File: src/rtl/pipe_stage_reg.sv
// rtl/pipe_stage_reg.sv - elastic valid/ready pipeline register with flush and stall counter
//
// Purpose: one pipeline stage boundary. It carries a DATA_W payload and a
// CTRL_W control field. out_ctrl reads zero whenever the stage holds a bubble.
//
// Ports:
//   clk, reset_n                      clock, asynchronous active-low reset
//   in_valid/in_ready/in_data/in_ctrl       upstream beat handshake
//   out_valid/out_ready/out_data/out_ctrl   downstream beat handshake
//   flush                             kills every held beat on the next edge
//   cnt_clr                           clears stall_cnt on the next edge
//   stall_cnt                         saturating count of out_valid & !out_ready edges
//
// Build option: define PIPE_SKID_EN to add a one-entry skid buffer. With the
// buffer, in_ready is a registered signal and has no combinational path
// from out_ready.
module pipe_stage_reg #(
    parameter int DATA_W = 64,
    parameter int CTRL_W = 8,
    parameter int CNT_W  = 16
) (
    input  logic              clk,
    input  logic              reset_n,
    input  logic              in_valid,
    output logic              in_ready,
    input  logic [DATA_W-1:0] in_data,
    input  logic [CTRL_W-1:0] in_ctrl,
    output logic              out_valid,
    input  logic              out_ready,
    output logic [DATA_W-1:0] out_data,
    output logic [CTRL_W-1:0] out_ctrl,
    input  logic              flush,
    input  logic              cnt_clr,
    output logic [CNT_W-1:0]  stall_cnt
);

    localparam logic [CNT_W-1:0] CNT_MAX = '1;

    logic accept;
    logic stall;

    assign accept = in_valid & in_ready;
    assign stall  = out_valid & ~out_ready;

    // The clear beats the increment. A flushed stall edge does not count.
    always_ff @(posedge clk or negedge reset_n) begin
        if (!reset_n) begin
            stall_cnt <= '0;
        end else if (cnt_clr) begin
            stall_cnt <= '0;
        end else if (stall && !flush && stall_cnt != CNT_MAX) begin
            stall_cnt <= stall_cnt + 1'b1;
        end
    end

`ifdef PIPE_SKID_EN
    logic              skid_valid;
    logic [DATA_W-1:0] skid_data;
    logic [CTRL_W-1:0] skid_ctrl;

    // The stage can always take one more beat while the skid slot is free.
    assign in_ready = ~skid_valid;

    always_ff @(posedge clk or negedge reset_n) begin
        if (!reset_n) begin
            out_valid  <= 1'b0;
            out_data   <= '0;
            out_ctrl   <= '0;
            skid_valid <= 1'b0;
            skid_data  <= '0;
            skid_ctrl  <= '0;
        end else if (flush) begin
            out_valid  <= 1'b0;
            out_ctrl   <= '0;
            skid_valid <= 1'b0;
            skid_ctrl  <= '0;
        end else if (!out_valid || out_ready) begin
            // The main slot is free or draining. The older skid beat goes first.
            if (skid_valid) begin
                out_valid  <= 1'b1;
                out_data   <= skid_data;
                out_ctrl   <= skid_ctrl;
                skid_valid <= 1'b0;
                skid_ctrl  <= '0;
            end else if (accept) begin
                out_valid <= 1'b1;
                out_data  <= in_data;
                out_ctrl  <= in_ctrl;
            end else begin
                out_valid <= 1'b0;
                out_ctrl  <= '0;
            end
        end else if (accept) begin
            // The main slot is stalled. Park the incoming beat in the skid slot.
            skid_valid <= 1'b1;
            skid_data  <= in_data;
            skid_ctrl  <= in_ctrl;
        end
    end
`else
    assign in_ready = ~out_valid | out_ready;

    always_ff @(posedge clk or negedge reset_n) begin
        if (!reset_n) begin
            out_valid <= 1'b0;
            out_data  <= '0;
            out_ctrl  <= '0;
        end else if (flush) begin
            out_valid <= 1'b0;
            out_ctrl  <= '0;
        end else if (accept) begin
            out_valid <= 1'b1;
            out_data  <= in_data;
            out_ctrl  <= in_ctrl;
        end else if (out_ready) begin
            // Drain with no replacement beat: payload stays, control reads as a bubble.
            out_valid <= 1'b0;
            out_ctrl  <= '0;
        end
    end
`endif

endmodule

File: config.mk
export PLATFORM = sky130hd
export DESIGN_NAME = pipe_stage_reg
export DESIGN_NICKNAME = d
export VERILOG_FILES = /design/src/rtl/pipe_stage_reg.sv
export SDC_FILE = /design/constraint.sdc
export NUM_CORES = 1
export LEC_CHECK = 0
export CAP_MARGIN = 30
export CORE_MARGIN = 5
export CORE_UTILIZATION = 44
export DETAILED_ROUTE_END_ITERATION = 8
export PLACE_DENSITY = 0.84
export SLEW_MARGIN = 30
export SYNTH_ARGS = -nofsm -noshare
export SYNTH_HDL_FRONTEND = slang
export SYNTH_SLANG_ARGS = --single-unit
File: constraint.sdc
create_clock -name clk -period 4.3 [get_ports clk]
set_input_delay 0.43 -clock clk [delete_from_list [all_inputs] [get_ports clk]]
set_output_delay 0.43 -clock clk [all_outputs]
set_load 0.02 [all_outputs]
==> qor.yml <==
place:
  io_buffers: 167
  place_area_um2: 5410
  routabilityCongestion: 0.830
  dpl.hpwl_um: 6760
detailed_routing:
  wl_per_cell_um: 16.7
  ant_nets: 0
  routed_wl_um: 9020
  drc: 0
  drt_iter0_markers: 54
  via_count: 2737
  vias_per_cell: 5.06
  drt_pass1_iterations: 4
timing:
  tns_ns: 0
  fin_crit_sh: 0.600
  hold_slack_ns: 0.102
  grt_setup_unrepaired: "false"
  setup_viol: 0
  relSlewSlack: 0.451
  drv_slew: 0
  hold_violations: 0
  period_minus_slack_ns: 2.58
  max_freq_mhz: 388
  fin_worst_skew_ns: 0.0113
  worst_slew_pin_slew_ns: 0.824
clock_network:
  cts_buffer_depth: 2
  cts_setup_buffers: 0
  clk-insertion-delay-late_ns: 0.35
  cts-root-buf: "clkbuf_8"
  ctsHoldBuffers: 0
  cts_tree: "built"
  cts_sinks: 89
  cts_resized: 0
  clkTransAtPathRegs_ns: 0.09
  htree_levels: 3
  cts_buffers: 9
yosys:
  synth_fp_nets: 341
  ys_top_cells_by_area: "dfrtp_1 (61%), mux2_2 (22%), a22o_1 (1.9%)"
  synth_area_leader_cell: "dfrtp_1"
  yosysWarnings: 0
  synth_ff_type: "dfrtp_1"
  synth_seq_cells: 89
  avgSynthCellArea_um2: 13.9
  syn-cell-area_um2: 3630
  synth_edf_count: 0
  synthCells: 262
  synthArstFlopShare: 1.00
  synth.distinct_cells: 32
  yosysTopAreaCellShare: 0.614
  yosysSeqAreaShare: 0.614
setup_path:
  crit_type: "in -> reg"
  cp_max_fo: 9
  crit_required_ns: 4.54
  cp.arrival_ns: 2.82
  critPathCaptureType: "register"
  cp-start-kind: "input port"
floorplan:
  dieArea_um2: 10200
  rows: 33
  io_pins: 168
  core-area_um2: 8130
  die_y_um: 101
  start_util: 0.446
  dieWidth_um: 101
outcome:
  outcome: "finished clean"
pwr:
  peakVddDrop_mv: 0.231
  powerDensity_nw_per_um2: 397
  power.leakage_nw: 2.28
layout:
  n_antenna_cell: 0
  areaGrowthSynthToFinish_pct: 55.3
  nets: 510
  nFillCells: 609
  finalInstanceArea_um2: 5640
  drive_above_1_share: 0.213
  utilization: 0.693
run:
  maxCapViolCount: 0
global_route:
  track_usage: 0.185
  antenna_found_initial: 0
  overflow: 0
  grt_pass1_vias: 2852
  grt_max_degree: 56
  grt_pass1_wl_um: 14700
hold_path:
  holdCritPathClass: "in -> async"
[layout make-up]
class	instances	area (um2)	area share
clock buffer	12	145	0.0257
clock inverter	4	76.3	0.0135
inverter	3	11.3	0.00200
multi-input combinational	157	1350	0.239
sequential	89	2230	0.395
tap	105	131	0.0233
timing repair buffer	171	1700	0.301
[through the flow]
step                instances  setup slack (ns)  power, W
floorplan                 262              1.95   0.00128
global placement          525              1.44   0.00162
detailed placement        525              1.38   0.00163
CTS                       541              1.75   0.00227
global route              541              1.63   0.00234
finish                    541              1.72   0.00224
[final timing paths]
kind / slack [ns] / endpoint / from / cells after the start
setup reg to reg: 1.91 / stall_cnt[15] / out_valid / 4
max in group asynchronous: 3.27 / out_data[33] / reset_n / 2
hold / removal: 0.10 / stall_cnt[12] / reset_n / 1
setup / recovery: 1.72 / stall_cnt[15] / out_ready / 5
min in group clk: 0.50 / out_ctrl[1] / out_ctrl[1] / 1
hold reg to reg: 0.50 / out_ctrl[1] / out_ctrl[1] / 1
[per-layer routing]
| layer | GRT usage | wire length [um] | up-vias |
|---|---|---|---|
| li1 | - | - | 1288 |
| met5 | 0 | 0 | - |
| met2 | 0.304 | 4560 | 96 |
| met3 | 0.0422 | 702 | 12 |
| met4 | 0.0642 | 149 | 0 |
| met1 | 0.241 | 3610 | 1341 |
[worst max-delay path, stage by stage]
cell             delay (ns)
clkdlybuf4s50_1        0.48
or3b_1                 0.50
or4_1                  0.69
nor4_1                 0.35
mux2_2                 0.37
[Yosys cell counts, types with 6 or more instances]
cell type and count:
dfrtp_1 89, nand4_1 6, clkbuf_1 11, mux2_2 71
nand2_1 7, nor2_1 9, a21oi_1 10, or3_1 6
nor2b_1 7, a22o_1 8
[flip-flops by register name, summed over array words and instances, names as in the netlist]
register / cells
stall_cnt: 16
out_ctrl: 8
out_valid: 1
out_data: 64
[where the power goes]
| part | internal [W] | switching [W] | total, W |
|---|---|---|---|
| Clock | 0.000345 | 0.000283 | 0.000629 |
| Combinational | 0.000340 | 0.000268 | 0.000608 |
| Sequential | 0.000946 | 0.0000565 | 0.00100 |
| Total | 0.00163 | 0.000608 | 0.00224 |
[cells by family (layout without fill, tap and decap cells)]
group,Yosys count,after routing,synth area share
multiplexers,73,73,0.226
AND/OR/NAND/NOR,54,54,0.0851
buffers and inverters,16,190,0.0172
adder cells (fa/ha/maj),1,1,0.00345
AO/OA/AOI/OAI,29,29,0.0548
flip-flops,89,89,0.614
[placed cells by master, fill, tap and decap left out, drive strengths merged, types with 3 or more instances in the layout]
master and instances:
a21oi 10, nand4 6, inv 3, clkdlybuf4s50 166, nor4 3, mux2 71, or3 6, a211oi 3
buf 5, nand2 7, o31ai 3, nor2 9, or4 3, clkbuf 12, a22o 8, o21ai 3
nor2b 7, dfrtp 89
No activity file was read; power rests on OpenSTA's default activity.
